<file path="config.mk">
export PLATFORM = sky130hd
export DESIGN_NAME = keypad_entry
export DESIGN_NICKNAME = d
export VERILOG_FILES = /design/src/rtl/keypad_pkg.sv /design/src/rtl/keypad_bcd_editor.sv /design/src/rtl/keypad_entry.sv
export SDC_FILE = /design/constraint.sdc
export NUM_CORES = 1
export LEC_CHECK = 0
export ABC_AREA = 1
export BUFFER_PORTS_ARGS = -buffer_cell sky130_fd_sc_hd__buf_2
export CORE_ASPECT_RATIO = 0.7
export CORE_MARGIN = 5
export CORE_UTILIZATION = 40
export DETAILED_ROUTE_END_ITERATION = 10
export GPL_TIMING_DRIVEN = 0
export PLACE_DENSITY = 0.63
export SYNTH_ARGS = -nofsm -noshare
export SYNTH_HDL_FRONTEND = slang
export SYNTH_SLANG_ARGS = --single-unit
export TNS_END_PERCENT = 1
</file>
<file path="constraint.sdc">
create_clock -name clk_1k -period 3.25 [get_ports clk_1k]
set_input_delay 0.1625 -clock clk_1k [delete_from_list [all_inputs] [get_ports clk_1k]]
set_output_delay 0.1625 -clock clk_1k [all_outputs]
set_load 0.02 [all_outputs]
</file>
<file path="src/rtl/keypad_pkg.sv">
// Shared types, key codes and helpers for the keypad entry block.
// Optional auto-repeat is built when KEYPAD_AUTO_REPEAT_EN is defined.
package keypad_pkg;

   typedef enum logic [1:0] {
      SCAN,
      DEBOUNCE,
      PRESSED,
      RELEASE_WAIT
   } state_t;

   localparam logic [3:0] KEY_SIGN  = 4'hA;
   localparam logic [3:0] KEY_BKSP  = 4'hB;
   localparam logic [3:0] KEY_CLR   = 4'hC;
   localparam logic [3:0] KEY_ENTER = 4'hD;

   localparam int unsigned DEBOUNCE_MS_DEF = 20;

   function automatic logic [3:0] key_map(input logic [1:0] row, input logic [1:0] col);
      logic [3:0] code;
      case ({row, col})
         4'h0:    code = 4'h1;
         4'h1:    code = 4'h2;
         4'h2:    code = 4'h3;
         4'h3:    code = KEY_SIGN;
         4'h4:    code = 4'h4;
         4'h5:    code = 4'h5;
         4'h6:    code = 4'h6;
         4'h7:    code = KEY_BKSP;
         4'h8:    code = 4'h7;
         4'h9:    code = 4'h8;
         4'hA:    code = 4'h9;
         4'hB:    code = KEY_CLR;
         4'hC:    code = 4'hE;
         4'hD:    code = 4'h0;
         4'hE:    code = 4'hF;
         default: code = KEY_ENTER;
      endcase
      return code;
   endfunction

   // Lowest row index wins when several rows read low together.
   function automatic logic [1:0] lowest_row(input logic [3:0] rows);
      if (!rows[0])      return 2'd0;
      else if (!rows[1]) return 2'd1;
      else if (!rows[2]) return 2'd2;
      else               return 2'd3;
   endfunction

   function automatic logic [3:0] col_drive(input logic [1:0] col);
      return ~(4'b1000 >> col);
   endfunction

endpackage

</file>
<file path="src/rtl/keypad_bcd_editor.sv">
// Signed 3-digit BCD accumulator: applies one key edit per strobe.
module keypad_bcd_editor
   import keypad_pkg::*;
(
   input  logic       clk_1k,
   input  logic       resetn,
   input  logic       stb,
   input  logic [3:0] code,
   output logic       sign,
   output logic [3:0] hundreds,
   output logic [3:0] tens,
   output logic [3:0] ones
);

   logic       nxt_sign;
   logic [3:0] nxt_h, nxt_t, nxt_o;
   logic       nonzero;

   assign nonzero = |{hundreds, tens, ones};

   always_comb begin
      nxt_sign = sign;
      nxt_h    = hundreds;
      nxt_t    = tens;
      nxt_o    = ones;
      if (stb) begin
         if (code <= 4'd9) begin
            if (hundreds == 4'd0) begin
               nxt_h = tens;
               nxt_t = ones;
               nxt_o = code;
            end
         end else begin
            case (code)
               KEY_SIGN: if (nonzero) nxt_sign = ~sign;
               KEY_BKSP: begin
                  nxt_o = tens;
                  nxt_t = hundreds;
                  nxt_h = 4'd0;
                  // a zero value is never shown as negative
                  if (tens == 4'd0 && hundreds == 4'd0) nxt_sign = 1'b0;
               end
               KEY_CLR: begin
                  nxt_sign = 1'b0;
                  nxt_h    = 4'd0;
                  nxt_t    = 4'd0;
                  nxt_o    = 4'd0;
               end
               default: ;
            endcase
         end
      end
   end

   always_ff @(posedge clk_1k or negedge resetn) begin
      if (!resetn) begin
         sign     <= 1'b0;
         hundreds <= '0;
         tens     <= '0;
         ones     <= '0;
      end else begin
         sign     <= nxt_sign;
         hundreds <= nxt_h;
         tens     <= nxt_t;
         ones     <= nxt_o;
      end
   end

endmodule

</file>
<file path="src/rtl/keypad_entry.sv">
// 4x4 keypad scanner with debounce feeding a signed 3-digit BCD editor.
// Auto-repeat on held keys is built when KEYPAD_AUTO_REPEAT_EN is defined.
module keypad_entry
   import keypad_pkg::*;
#(
   parameter int unsigned DEBOUNCE_MS = DEBOUNCE_MS_DEF
`ifdef KEYPAD_AUTO_REPEAT_EN
   ,
   parameter int unsigned REPEAT_DELAY = 500,
   parameter int unsigned REPEAT_RATE  = 100
`endif
)(
   input  logic       clk_1k,
   input  logic       resetn,
   input  logic [3:0] key_row,
   output logic [3:0] key_col,
   output logic       sign,
   output logic [3:0] hundreds,
   output logic [3:0] tens,
   output logic [3:0] ones,
   output logic [3:0] key_code,
   output logic       key_valid,
   output logic       entry_done
);

   localparam int unsigned CW = $clog2(DEBOUNCE_MS + 1);
   localparam logic [CW-1:0] CNT_LAST = CW'(DEBOUNCE_MS - 1);

   state_t        state;
   logic [1:0]    col_idx;
   logic [1:0]    row_idx;
   logic [3:0]    pend_code;
   logic [CW-1:0] cnt;
   logic          edit_stb;
   logic          rep_fire;

`ifdef KEYPAD_AUTO_REPEAT_EN
   localparam int unsigned HW = $clog2(REPEAT_DELAY + 1);
   localparam logic [HW-1:0] HOLD_LAST   = HW'(REPEAT_DELAY - 1);
   localparam logic [HW-1:0] HOLD_RELOAD = HW'(REPEAT_DELAY - REPEAT_RATE);

   logic [HW-1:0] hold_cnt;
   logic          held_low;
   logic          repeat_ok;

   assign held_low  = (state == RELEASE_WAIT) && (key_row != 4'hF);
   // Enter never repeats; a digit that would overflow is not re-issued.
   assign repeat_ok = (pend_code != KEY_ENTER) &&
                      !((pend_code <= 4'd9) && (hundreds != 4'd0));
   assign rep_fire  = held_low && (hold_cnt == HOLD_LAST) && repeat_ok;

   always_ff @(posedge clk_1k or negedge resetn) begin
      if (!resetn) begin
         hold_cnt <= '0;
      end else if (held_low) begin
         if (hold_cnt == HOLD_LAST) hold_cnt <= HOLD_RELOAD;
         else                       hold_cnt <= hold_cnt + 1'b1;
      end else begin
         hold_cnt <= '0;
      end
   end
`else
   assign rep_fire = 1'b0;
`endif

   assign edit_stb = (state == PRESSED) || rep_fire;

   always_ff @(posedge clk_1k or negedge resetn) begin
      if (!resetn) begin
         state      <= SCAN;
         col_idx    <= '0;
         row_idx    <= '0;
         pend_code  <= '0;
         cnt        <= '0;
         key_col    <= '1;
         key_code   <= '0;
         key_valid  <= 1'b0;
         entry_done <= 1'b0;
      end else begin
         key_valid  <= edit_stb;
         entry_done <= edit_stb && (pend_code == KEY_ENTER);
         if (edit_stb) key_code <= pend_code;

         case (state)
            SCAN: begin
               // first cycle out of reset only starts driving column 0
               if (key_col == 4'hF) begin
                  key_col <= col_drive(col_idx);
               end else if (key_row != 4'hF) begin
                  row_idx   <= lowest_row(key_row);
                  pend_code <= key_map(lowest_row(key_row), col_idx);
                  cnt       <= '0;
                  state     <= DEBOUNCE;
               end else begin
                  col_idx <= col_idx + 2'd1;
                  key_col <= col_drive(col_idx + 2'd1);
               end
            end
            DEBOUNCE: begin
               if (key_row[row_idx]) begin
                  col_idx <= col_idx + 2'd1;
                  key_col <= col_drive(col_idx + 2'd1);
                  state   <= SCAN;
               end else if (cnt == CNT_LAST) begin
                  state <= PRESSED;
               end else begin
                  cnt <= cnt + 1'b1;
               end
            end
            PRESSED: begin
               cnt   <= '0;
               state <= RELEASE_WAIT;
            end
            RELEASE_WAIT: begin
               if (key_row != 4'hF) begin
                  cnt <= '0;
               end else if (cnt == CNT_LAST) begin
                  col_idx <= col_idx + 2'd1;
                  key_col <= col_drive(col_idx + 2'd1);
                  state   <= SCAN;
               end else begin
                  cnt <= cnt + 1'b1;
               end
            end
            default: state <= SCAN;
         endcase
      end
   end

   keypad_bcd_editor u_editor (
      .clk_1k   (clk_1k),
      .resetn   (resetn),
      .stb      (edit_stb),
      .code     (pend_code),
      .sign     (sign),
      .hundreds (hundreds),
      .tens     (tens),
      .ones     (ones)
   );

endmodule
</file>
==> results.sh <==
export IMPL_die_area_um2=7609
export IMPL_io_buffers=28
export IMPL_vdd_ir_drop_max_uv=270.4
export IMPL_core_um2=5756
export IMPL_fillers=585
export IMPL_syn_num_nets=346
export IMPL_overflow=0
export IMPL_yosysWarningCount=0
export IMPL_setup_tns_ps=0
export IMPL_drt_wl_total_um=5312
export IMPL_crit_top_cell="nand2_1"
export IMPL_diodes=0
export IMPL_via_count=2141
export IMPL_initial_core_util_pct=41.30
export IMPL_drv_slew=0
export IMPL_cp_arrival_ps=1830
export IMPL_power_leakage_nw=1.483
export IMPL_fp_dieH_um=74.50
export IMPL_worstPathRequired_ps=3420
export IMPL_drt_iter0_markers=113
export IMPL_multi_input_area_um2=1220
export IMPL_crit_path_end_kind="flop"
export IMPL_layout_commonest_cell="nand2_1"
export IMPL_grt_util_all_layers_pct=14.89
export IMPL_layout_drive_gt1_share_pct=17.89
export IMPL_tritoncts="yes"
export IMPL_setup_viol=0
export IMPL_final_setup_worst_slack_ps=1591
export IMPL_synth_top_cell_area_share_pct=35.79
export IMPL_min_path_type="in2async"
export IMPL_cts_root_buf="clkbuf_8"
export IMPL_holdWs_ps=-25.67
export IMPL_postSynthAreaPerCell_um2=7.139
export IMPL_ys_seq_area_share_pct=40.21
export IMPL_cts_repair_resized=0
export IMPL_layout_nets=381
export IMPL_wl_per_cell_um=11.96
export IMPL_fin_crit_ps=1659
export IMPL_violations="negative hold slack"
export IMPL_cts_made_buffers=5
export IMPL_rsz0062_at_grt="no"
export IMPL_synthArstFlopShare_pct=100.0
export IMPL_layout_common_cells="nand2_1 (131), inv_1 (38), dfrtp_1 (34)"
export IMPL_drc=0
export IMPL_max_slew_margin_pct=43.69
export IMPL_synthCells=333
export IMPL_ys_ff_latch=38
export IMPL_htreeDepth=2
export IMPL_synth_edf_count=0
export IMPL_cts_buffer_depth=2
export IMPL_yosys_area_top_type="dfrtp_1"
export IMPL_synthTopCellsByArea="dfrtp_1 (36%), nand2_1 (21%), nand3_1 (6.9%), inv_1 (6.0%), dfstp_2 (4.4%)"
export IMPL_synth_cell_types=35
export IMPL_ant_nets=0
export IMPL_post_place_ws_ps=1632
export IMPL_grt_max_degree=39
export IMPL_max_cap_violations=0
export IMPL_drtPass1Iterations=4
export IMPL_die_w_um=102.1
export IMPL_post_cts_repair_setup_buffers=0
export IMPL_seqCellArea_um2=955.9
export IMPL_cts_hold_buffers=0
export IMPL_path_clk_slew_ps=90
export IMPL_slowest_delay_ps=440
export IMPL_fmax_ghz=0.6028
export IMPL_cpMaxStageDelayCell="dfrtp_1"
export IMPL_netlist_area_um2=2377
export IMPL_worstSetupPathType="reg2reg"
export IMPL_max_slew_worst_pin_slew_ps=844.6
export IMPL_gp_congestion=0.8867
export IMPL_hold_viol_final=34
export IMPL_cp_start_kind="flop"
export IMPL_grt_pass1_wl_um=8997
export IMPL_antenna_found_initial=0
export IMPL_cts_sinks=38
export IMPL_yosys_most_used_dff="dfrtp_1"
export IMPL_critPathMaxFanout=6
export IMPL_area_delta_synth_final_pct=15.63
export IMPL_path_cells="ha_1, nand2_1, inv_1, nand2_1, nand2_1, nand2_1, nor2_4, nand3_1, nand2_1, nand2_1"
export IMPL_insertion_delay_ps=290
export IMPL_finClkSkew_ps=16.10
export IMPL_dp_hpwl_um=4077
export IMPL_avgViaCountPerCell=4.822
export IMPL_grt_pass1_vias=1887
export IMPL_io_pins=29
export IMPL_fin_crit_sh_pct=51.05
export IMPL_power_density_nw_per_um2=730.2
export IMPL_status="complete, but fails checks"
export IMPL_row_count=23
cell type report:
cell class                 instances  share of cell area (%)
tap                               75                   3.414
clock inverter                     3                   2.503
inverter                          43                   6.054
sequential                        38                   34.77
clock buffer                       5                   2.503
timing repair buffer              28                   5.098
buffer                             4                   1.274
multi-input combinational        248                   44.38
synth_stat cells (4+ instances only):
cell type  number
nand4_1         7
dfstp_2         4
nand2_1       131
o21ai_0        15
nand2_2         4
nand3_1        33
nor2_1         23
ha_1            7
inv_1          38
inv_2           4
dfrtp_1        34
kinds of logic (layout without fill, tap and decap cells):
family / Yosys count / in the layout / synth area share, %
and+or+nand+nor: 209 / 209 / 39.16
buffers and inverters: 47 / 83 / 8.474
DFF: 38 / 38 / 40.21
AOI/OAI and AO/OA: 31 / 31 / 8.106
adders and majority gates: 7 / 7 / 3.684
xor gates and xnor gates: 1 / 1 / 0.3685
through the flow:
step                hold WS (ps)  util (%)  instance area (µm²)  std cells  total power [mW]
floorplan                 -133.1         -                 2377        333             1.318
global placement           338.6     45.37                 2611        436             1.524
detailed placement         335.5     45.37                 2611        436             1.536
CTS                        19.21     47.76                 2749        444             2.026
global route               63.61     47.76                 2749        444             2.163
finish                    -25.67     47.76                 2749        444             2.007
sequential cells by signal, indices dropped and copies added (netlist names), named ones only:
| register | count |
|---|---|
| row_idx | 2 |
| u_editor.hundreds | 4 |
| u_editor.tens | 4 |
| key_col | 4 |
| key_valid | 1 |
| pend_code | 4 |
| u_editor.sign | 1 |
| cnt | 5 |
| state | 1 |
| u_editor.ones | 4 |
| col_idx | 2 |
| key_code | 4 |
| entry_done | 1 |
worst paths after layout:
path | startpoint | end | slack [ps] | depth (start not counted)
max in group asynchronous | resetn | col_idx[0] | 2740 | 1
min | resetn | u_editor.tens[0] | -30 | 1
max reg2reg | cnt[0] | col_idx[1] | 1590 | 10
min reg2reg | key_col[1] | key_col[1] | 480 | 2
max | cnt[0] | col_idx[1] | 1590 | 10
min in group clk_1k | key_row[0] | row_idx[1] | 240 | 3
power breakdown:
group | switching (mW) | total (mW) | internal, mW
Combinational | 0.495 | 0.766 | 0.271
Sequential | 0.138 | 0.754 | 0.617
Clock | 0.179 | 0.487 | 0.308
layer usage:
layer | track usage (%) | share of wire (%)
met5 | 0 | 0
met4 | 2.620 | 0.43
met3 | 3.468 | 7.0
met2 | 20.66 | 39
met1 | 23.53 | 54
worst max-delay path, delay by kind of cell, from the launching register on:
kind | cells | cell delay (ps)
fa+ha+maj | 1 | 260
buf+inv | 1 | 50
flops | 1 | 440
simple gates | 8 | 790
(Power assumes the default switching activity.)
